## config.mk

```make
export PLATFORM = sky130hd
export DESIGN_NAME = adc_ram_readout
export DESIGN_NICKNAME = d
export VERILOG_FILES = /design/src/rtl/adc_ram_readout.sv
export SDC_FILE = /design/constraint.sdc
export NUM_CORES = 1
export LEC_CHECK = 0
export CAP_MARGIN = 10
export CORE_MARGIN = 10
export CORE_UTILIZATION = 30
export CTS_BUF_LIST = sky130_fd_sc_hd__clkbuf_8
export DETAILED_ROUTE_END_ITERATION = 6
export GPL_TIMING_DRIVEN = 0
export PLACE_DENSITY = 0.53
export SLEW_MARGIN = 15
export SYNTH_ARGS = -nofsm -noshare
export SYNTH_HDL_FRONTEND = slang
export SYNTH_SLANG_ARGS = --single-unit
```

## constraint.sdc

```tcl
create_clock -name clk -period 3.9 [get_ports clk]
set_input_delay 0.585 -clock clk [delete_from_list [all_inputs] [get_ports clk]]
set_output_delay 0.585 -clock clk [all_outputs]
set_load 0.01 [all_outputs]
```

## src/rtl/adc_ram_readout.sv

```systemverilog
// Capture-RAM readout: fetches 128-bit words one at a time and streams each as four 32-bit beats.
// Build option ADC_RDOUT_TWOS_COMP_EN converts each 12-bit offset-binary lane to signed 16-bit on capture.

module adc_rdout_lane #(
    parameter int VEC_W = 16
) (
    input  logic [VEC_W-1:0] d,
    output logic [VEC_W-1:0] q
);
`ifdef ADC_RDOUT_TWOS_COMP_EN
    logic unused_hi;
    assign unused_hi = ^d[VEC_W-1:12];
    // inverting the offset-binary MSB yields the sign; extend it over the upper bits
    assign q = {{(VEC_W-11){~d[11]}}, d[10:0]};
`else
    assign q = d;
`endif
endmodule

module adc_ram_readout #(
    parameter int RD_LATENCY = 2,
    parameter int ADDR_W     = 15,
    parameter int MAX_WORDS  = 16384
) (
    input  logic              clk,
    input  logic              iReset_n,
    input  logic              iStartReadout,
    input  logic              iAbort,
    input  logic [ADDR_W-1:0] iStartAddr,
    input  logic [15:0]       iReadLength,
    input  logic              iIntClear,
    output logic              oRAMRdEn,
    output logic [ADDR_W-1:0] oRAMAddr,
    input  logic [127:0]      iRAMData,
    output logic [31:0]       oStreamData,
    output logic              oStreamValid,
    input  logic              iStreamReady,
    output logic              oBusy,
    output logic              oReadoutDone,
    output logic              oReadoutInterrupt,
    output logic [15:0]       oWordsRead
);
    localparam int          NUM_LANES = 8;
    localparam int          VEC_W     = 16;
    localparam int          STAGES    = RD_LATENCY - 1;
    localparam logic [15:0] MAX_LEN   = 16'(MAX_WORDS);

    typedef enum logic [2:0] {
        S_IDLE,
        S_ISSUE,
        S_WAIT,
        S_EMIT,
        S_DONE
    } state_t;

    typedef struct packed {
        logic [ADDR_W-1:0] addr;
        logic [15:0]       len;
    } req_t;

    state_t                            state_q, state_d;
    req_t                              start_req, req_q;
    logic [15:0]                       words_q;
    logic [1:0]                        beat_q;
    logic [NUM_LANES-1:0][VEC_W-1:0]   hold_q;
    logic [VEC_W-1:0]                  conv_lane [NUM_LANES];
    logic [STAGES:0]                   vld_pipe;
    logic                              done_q, irq_q;
    logic                              start_acc, wait_done, beat_xfer, last_word, done_set;

    for (genvar g = 0; g < NUM_LANES; g++) begin : g_lane
        adc_rdout_lane #(.VEC_W(VEC_W)) u_lane (
            .d (iRAMData[g*VEC_W +: VEC_W]),
            .q (conv_lane[g])
        );
    end

    assign start_req.addr = iStartAddr;
    assign start_req.len  = (iReadLength > MAX_LEN) ? MAX_LEN : iReadLength;

    // abort outranks start, so a simultaneous pair leaves the block idle
    assign start_acc = (state_q == S_IDLE) && iStartReadout && !iAbort;
    assign wait_done = (state_q == S_WAIT) && vld_pipe[STAGES];
    assign beat_xfer = (state_q == S_EMIT) && iStreamReady && !iAbort;
    assign last_word = ((words_q + 16'd1) == req_q.len);
    assign done_set  = (state_q == S_DONE) && !iAbort;

    always_ff @(posedge clk or negedge iReset_n) begin
        if (!iReset_n) state_q <= S_IDLE;
        else           state_q <= state_d;
    end

    always_comb begin
        state_d = state_q;
        if (state_q != S_IDLE && iAbort) begin
            state_d = S_IDLE;
        end else begin
            case (state_q)
                S_IDLE:  if (start_acc) state_d = (start_req.len == 16'd0) ? S_DONE : S_ISSUE;
                S_ISSUE: state_d = S_WAIT;
                S_WAIT:  if (wait_done) state_d = S_EMIT;
                S_EMIT:  if (beat_xfer && beat_q == 2'd3) state_d = last_word ? S_DONE : S_ISSUE;
                S_DONE:  state_d = S_IDLE;
                default: state_d = S_IDLE;
            endcase
        end
    end

    always_comb begin
        oRAMRdEn     = (state_q == S_ISSUE);
        oStreamValid = (state_q == S_EMIT);
        oBusy        = (state_q != S_IDLE);
    end

    // vld_pipe[k] is high in the (k+1)-th WAIT cycle; the last stage marks RAM data valid
    always_ff @(posedge clk or negedge iReset_n) begin
        if (!iReset_n) begin
            vld_pipe <= '0;
        end else if (iAbort) begin
            vld_pipe <= '0;
        end else begin
            for (int i = STAGES; i > 0; i--) vld_pipe[i] <= vld_pipe[i-1];
            vld_pipe[0] <= (state_q == S_ISSUE);
        end
    end

    always_ff @(posedge clk or negedge iReset_n) begin
        if (!iReset_n) begin
            req_q   <= '0;
            words_q <= '0;
            beat_q  <= '0;
            hold_q  <= '0;
            done_q  <= 1'b0;
            irq_q   <= 1'b0;
        end else begin
            done_q <= done_set;
            if (done_set)       irq_q <= 1'b1;
            else if (iIntClear) irq_q <= 1'b0;
            if (start_acc) begin
                req_q   <= start_req;
                words_q <= '0;
            end
            if (wait_done && !iAbort) begin
                for (int i = 0; i < NUM_LANES; i++) hold_q[i] <= conv_lane[i];
                beat_q <= '0;
            end
            if (beat_xfer) begin
                beat_q <= beat_q + 2'd1;
                if (beat_q == 2'd3) begin
                    words_q    <= words_q + 16'd1;
                    req_q.addr <= req_q.addr + ADDR_W'(1);
                end
            end
        end
    end

    assign oStreamData       = {hold_q[{beat_q, 1'b1}], hold_q[{beat_q, 1'b0}]};
    assign oRAMAddr          = req_q.addr;
    assign oWordsRead        = words_q;
    assign oReadoutDone      = done_q;
    assign oReadoutInterrupt = irq_q;

endmodule

```

==> results.py <==
metrics = {
    "worst_setup_path": {
        "critical_path_class": "flop to output port",
        "crit_cells": 4,
        "crit_family": "buffers and inverters",
        "critPathLaunch": "beat_q[0]",
        "cp-end-kind": "output port",
        "reg2reg_from": "oWordsRead[0]",
        "ff2ff_path_depth": 7,
        "crit_slowest_cell": "clkdlybuf4s15_2",
        "arrival_ns": 2.91,
        "required_ns": 3.31,
        "crit_end": "oStreamData[19]",
        "cp-start-kind": "flop",
        "path_buf_inv": 3,
        "max_stage_delay_ns": 0.58,
        "worst-r2r-setup-slack_ns": 1.15,
        "r2r-end": "state_q[2]",
        "path_cells": "clkbuf_1 -> clkdlybuf4s15_2 -> mux4_2 -> clkdlybuf4s50_1",
        "worstPathMaxFanout": 10,
    },
    "cells_and_area": {
        "final_area_sq_um": 11980,
        "layout-drive-gt1-share_pct": 24.36,
        "fillers": 2721,
        "final_cell_mix": "clkdlybuf4s50_1, dfrtp_1, mux2_2",
        "syn2layout_area_growth_pct": 37.11,
        "multi_input_area_sq_um": 3819,
        "final_common_cell": "clkdlybuf4s50_1",
        "register_area_sq_um": 4604,
        "fin_nets": 1095,
    },
    "power_and_ir_drop": {
        "sw_frac_of_total_pct": 30.16,
        "leakage_nw": 5.270,
        "powerDensity_nw_per_um2": 401.8,
        "comb_power_share_pct": 25.7,
        "power_frac_seq_pct": 47.3,
        "peakVddDrop_uv": 199.2,
        "clkPwrFrac_pct": 27.0,
        "intPower_mw": 3.362,
        "switchingPower_mw": 1.452,
    },
    "worst_hold_path": {
        "hold_class": "input port to async pin",
    },
    "logic_synthesis": {
        "synth_xor_area_share_pct": 2.205,
        "yosysSeqAreaShare_pct": 52.69,
        "syn_area_sq_um": 8738,
        "synthAdderAreaFrac_pct": 0.4296,
        "avgSynthCellArea_sq_um": 12.95,
        "synth_edf_count": 0,
        "synth-simple-area-share_pct": 8.777,
        "postSynth.asyncResetShare_pct": 100.0,
        "ys_types": 53,
        "synthMuxAreaShare_pct": 24.74,
        "netlist_instances": 675,
        "synth_fp_nets": 843,
        "yosys_warnings": 0,
        "ys.flop_type": "dfrtp_1",
        "synth_top_family_by_area": "multiplexers",
        "synth-seq-cells": 184,
        "synth_compound_area_share_pct": 7.546,
    },
    "drt": {
        "vias_per_cell": 4.806,
        "first_iter_violations": 329,
        "dr.pass1.iters": 5,
        "drtAntennaViolNets": 0,
        "drc_errors": 0,
        "wire_per_inst_um": 20.39,
        "wirelength_mm": 27.08,
        "vias": 6383,
    },
    "placement": {
        "dp_hpwl_mm": 20.12,
        "numPortBuffers": 232,
        "place_area_sq_um": 11570,
        "gp_congestion": 0.7879,
    },
    "global_route": {
        "grt_max_degree": 98,
        "gr-total-overflow": 0,
        "grt_pass1_vias": 6777,
        "grt_pass1_wl_mm": 41.52,
        "grt_usage_pct": 14.83,
        "antenna_found_initial": 5,
    },
    "timing": {
        "setup_tns_ns": 0,
        "drv_slew": 0,
        "setup_violations": 0,
        "fin_crit_ns": 3.491,
        "max-slew-margin-rel_pct": 44.03,
        "rsz0062_at_grt": "false",
        "max_clock_freq_mhz": 286.4,
        "hold_viol_final": 0,
        "finClkSkew_ns": 0.01989,
        "final.period_utilization_pct": 89.52,
        "worst_pin_slew_ns": 0.8279,
    },
    "clocking": {
        "holdBufCountCts": 0,
        "cts_sinks": 184,
        "clk_pin_slew_ns": 0.11,
        "cts_buffer_depth": 2,
        "cts_root_buffer": "clkbuf_8",
        "cts_buffers": 17,
        "htree_levels": 4,
        "cts_tree": "built",
        "clock_latency_ns": 0.47,
    },
    "die": {
        "die-area_sq_um": 36360,
        "dieHeight_um": 190.7,
        "die_x_um": 190.7,
        "ioPinCount": 233,
        "coreArea_sq_um": 28700,
        "fp-row-count": 62,
        "initial_utilization_pct": 30.44,
    },
    "flow_run": {
        "maxCapViolations": 0,
    },
    "run_status": {
        "outcome": "finished clean",
    },
}
==> worst min path at each step <==
| stage | end | slack (ns) | depth (start not counted) |
|---|---|---|---|
| 2_1_floorplan | beat_q[0] | 0.29 | 0 |
| 3_3_place_gp | vld_pipe[1] | 0.45 | 1 |
| 3_5_place_dp | vld_pipe[1] | 0.47 | 1 |
| 4_1_cts | hold_q[87] | 0.11 | 1 |
| 5_1_grt | req_q[7] | 0.14 | 1 |
| 6_report | req_q[7] | 0.11 | 1 |
==> cells in the mapped netlist (all sizes together) (6+ instances only) <==
| master | n | area [sq um] |
|---|---|---|
| a211oi | 6 | 45.04 |
| and3 | 6 | 37.54 |
| a21oi | 12 | 60.06 |
| nor2 | 40 | 150.1 |
| clkbuf | 32 | 120.1 |
| nand2 | 42 | 157.7 |
| mux4 | 32 | 720.7 |
| nor4 | 10 | 98.84 |
| xnor2 | 17 | 148.9 |
| buf | 26 | 165.2 |
| nand4 | 12 | 96.34 |
| inv | 8 | 30.03 |
| nand3 | 17 | 102.6 |
| o21ai | 27 | 135.1 |
| a22o | 14 | 122.6 |
| mux2 | 128 | 1441 |
| dfrtp | 184 | 4604 |
==> per-stage QoR <==
stage	util (%)	hold slack, ns	total power, mW	setup WS (ns)	instances
2_1_floorplan	-	0.2894	2.947	1.512	675
6_report	41.74	0.1061	4.814	0.4089	1328
4_1_cts	41.72	0.1111	4.907	0.003834	1324
5_1_grt	41.71	0.1424	5.086	0.09667	1324
3_5_place_dp	40.32	0.4727	3.574	0.4613	1292
3_3_place_gp	40.21	0.4545	3.560	-6.194	1291
==> registers in the layout (all words and copies together) (netlist names) <==
signal and flops:
oReadoutInterrupt 1, oRAMAddr 15, req_q 16, oReadoutDone 1, oWordsRead 16, state_q 3, vld_pipe 2, hold_q 128
beat_q 2
==> final cells by class <==
type	instances	area share (%)
clock buffer	17	1.953
sequential	184	38.43
clock inverter	15	1.284
antenna	4	0.08354
multi-input combinational	425	31.87
inverter	8	0.2506
tap	384	4.010
timing repair buffer	233	19.65
buffer	58	2.464
==> worst register-to-register path, cell delays in order, from the launching register on <==
cell and delay, ns:
dfrtp_1 0.57, ha_1 0.36, nand3_4 0.18, nor2_1 0.40, xnor2_1 0.12, a2111o_1 0.42, nor4_2 0.42, a32o_1 0.23
==> power groups by stage <==
| stage | combinational [mW] | clock (mW) | sequential, mW |
|---|---|---|---|
| 6_report | 1.24 | 1.30 | 2.28 |
| 5_1_grt | 1.35 | 1.43 | 2.31 |
| 2_1_floorplan | 0.682 | 0 | 2.26 |
| 4_1_cts | 1.27 | 1.36 | 2.28 |
| 3_5_place_dp | 1.26 | 0 | 2.32 |
| 3_3_place_gp | 1.25 | 0 | 2.31 |
==> cell families after synthesis <==
| logic type | Yosys count |
|---|---|
| compound gates | 94 |
| fa+ha+maj | 3 |
| mux | 160 |
| buf+inv | 66 |
| simple gates | 146 |
| xor+xnor | 22 |
| flops | 184 |
==> repair_timing <==
action | 4_1_cts | 5_1_grt
endpoints found under the setup margin | 10 | 18
buffers inserted | 0 | 0
gates resized for setup | 3 | 3
pin swaps | 0 | 0
endpoints found under the hold margin | 0 | 0
==> routing by layer <==
layer	up-vias	global-route usage (%)	part of all wire, %
li1	2991	-	-
met1	3197	18.58	44
met2	173	24.22	49
met3	18	4.920	6.6
met4	4	3.452	1.1
met5	-	0	0.12
Power figures use the tool's default switching activity.
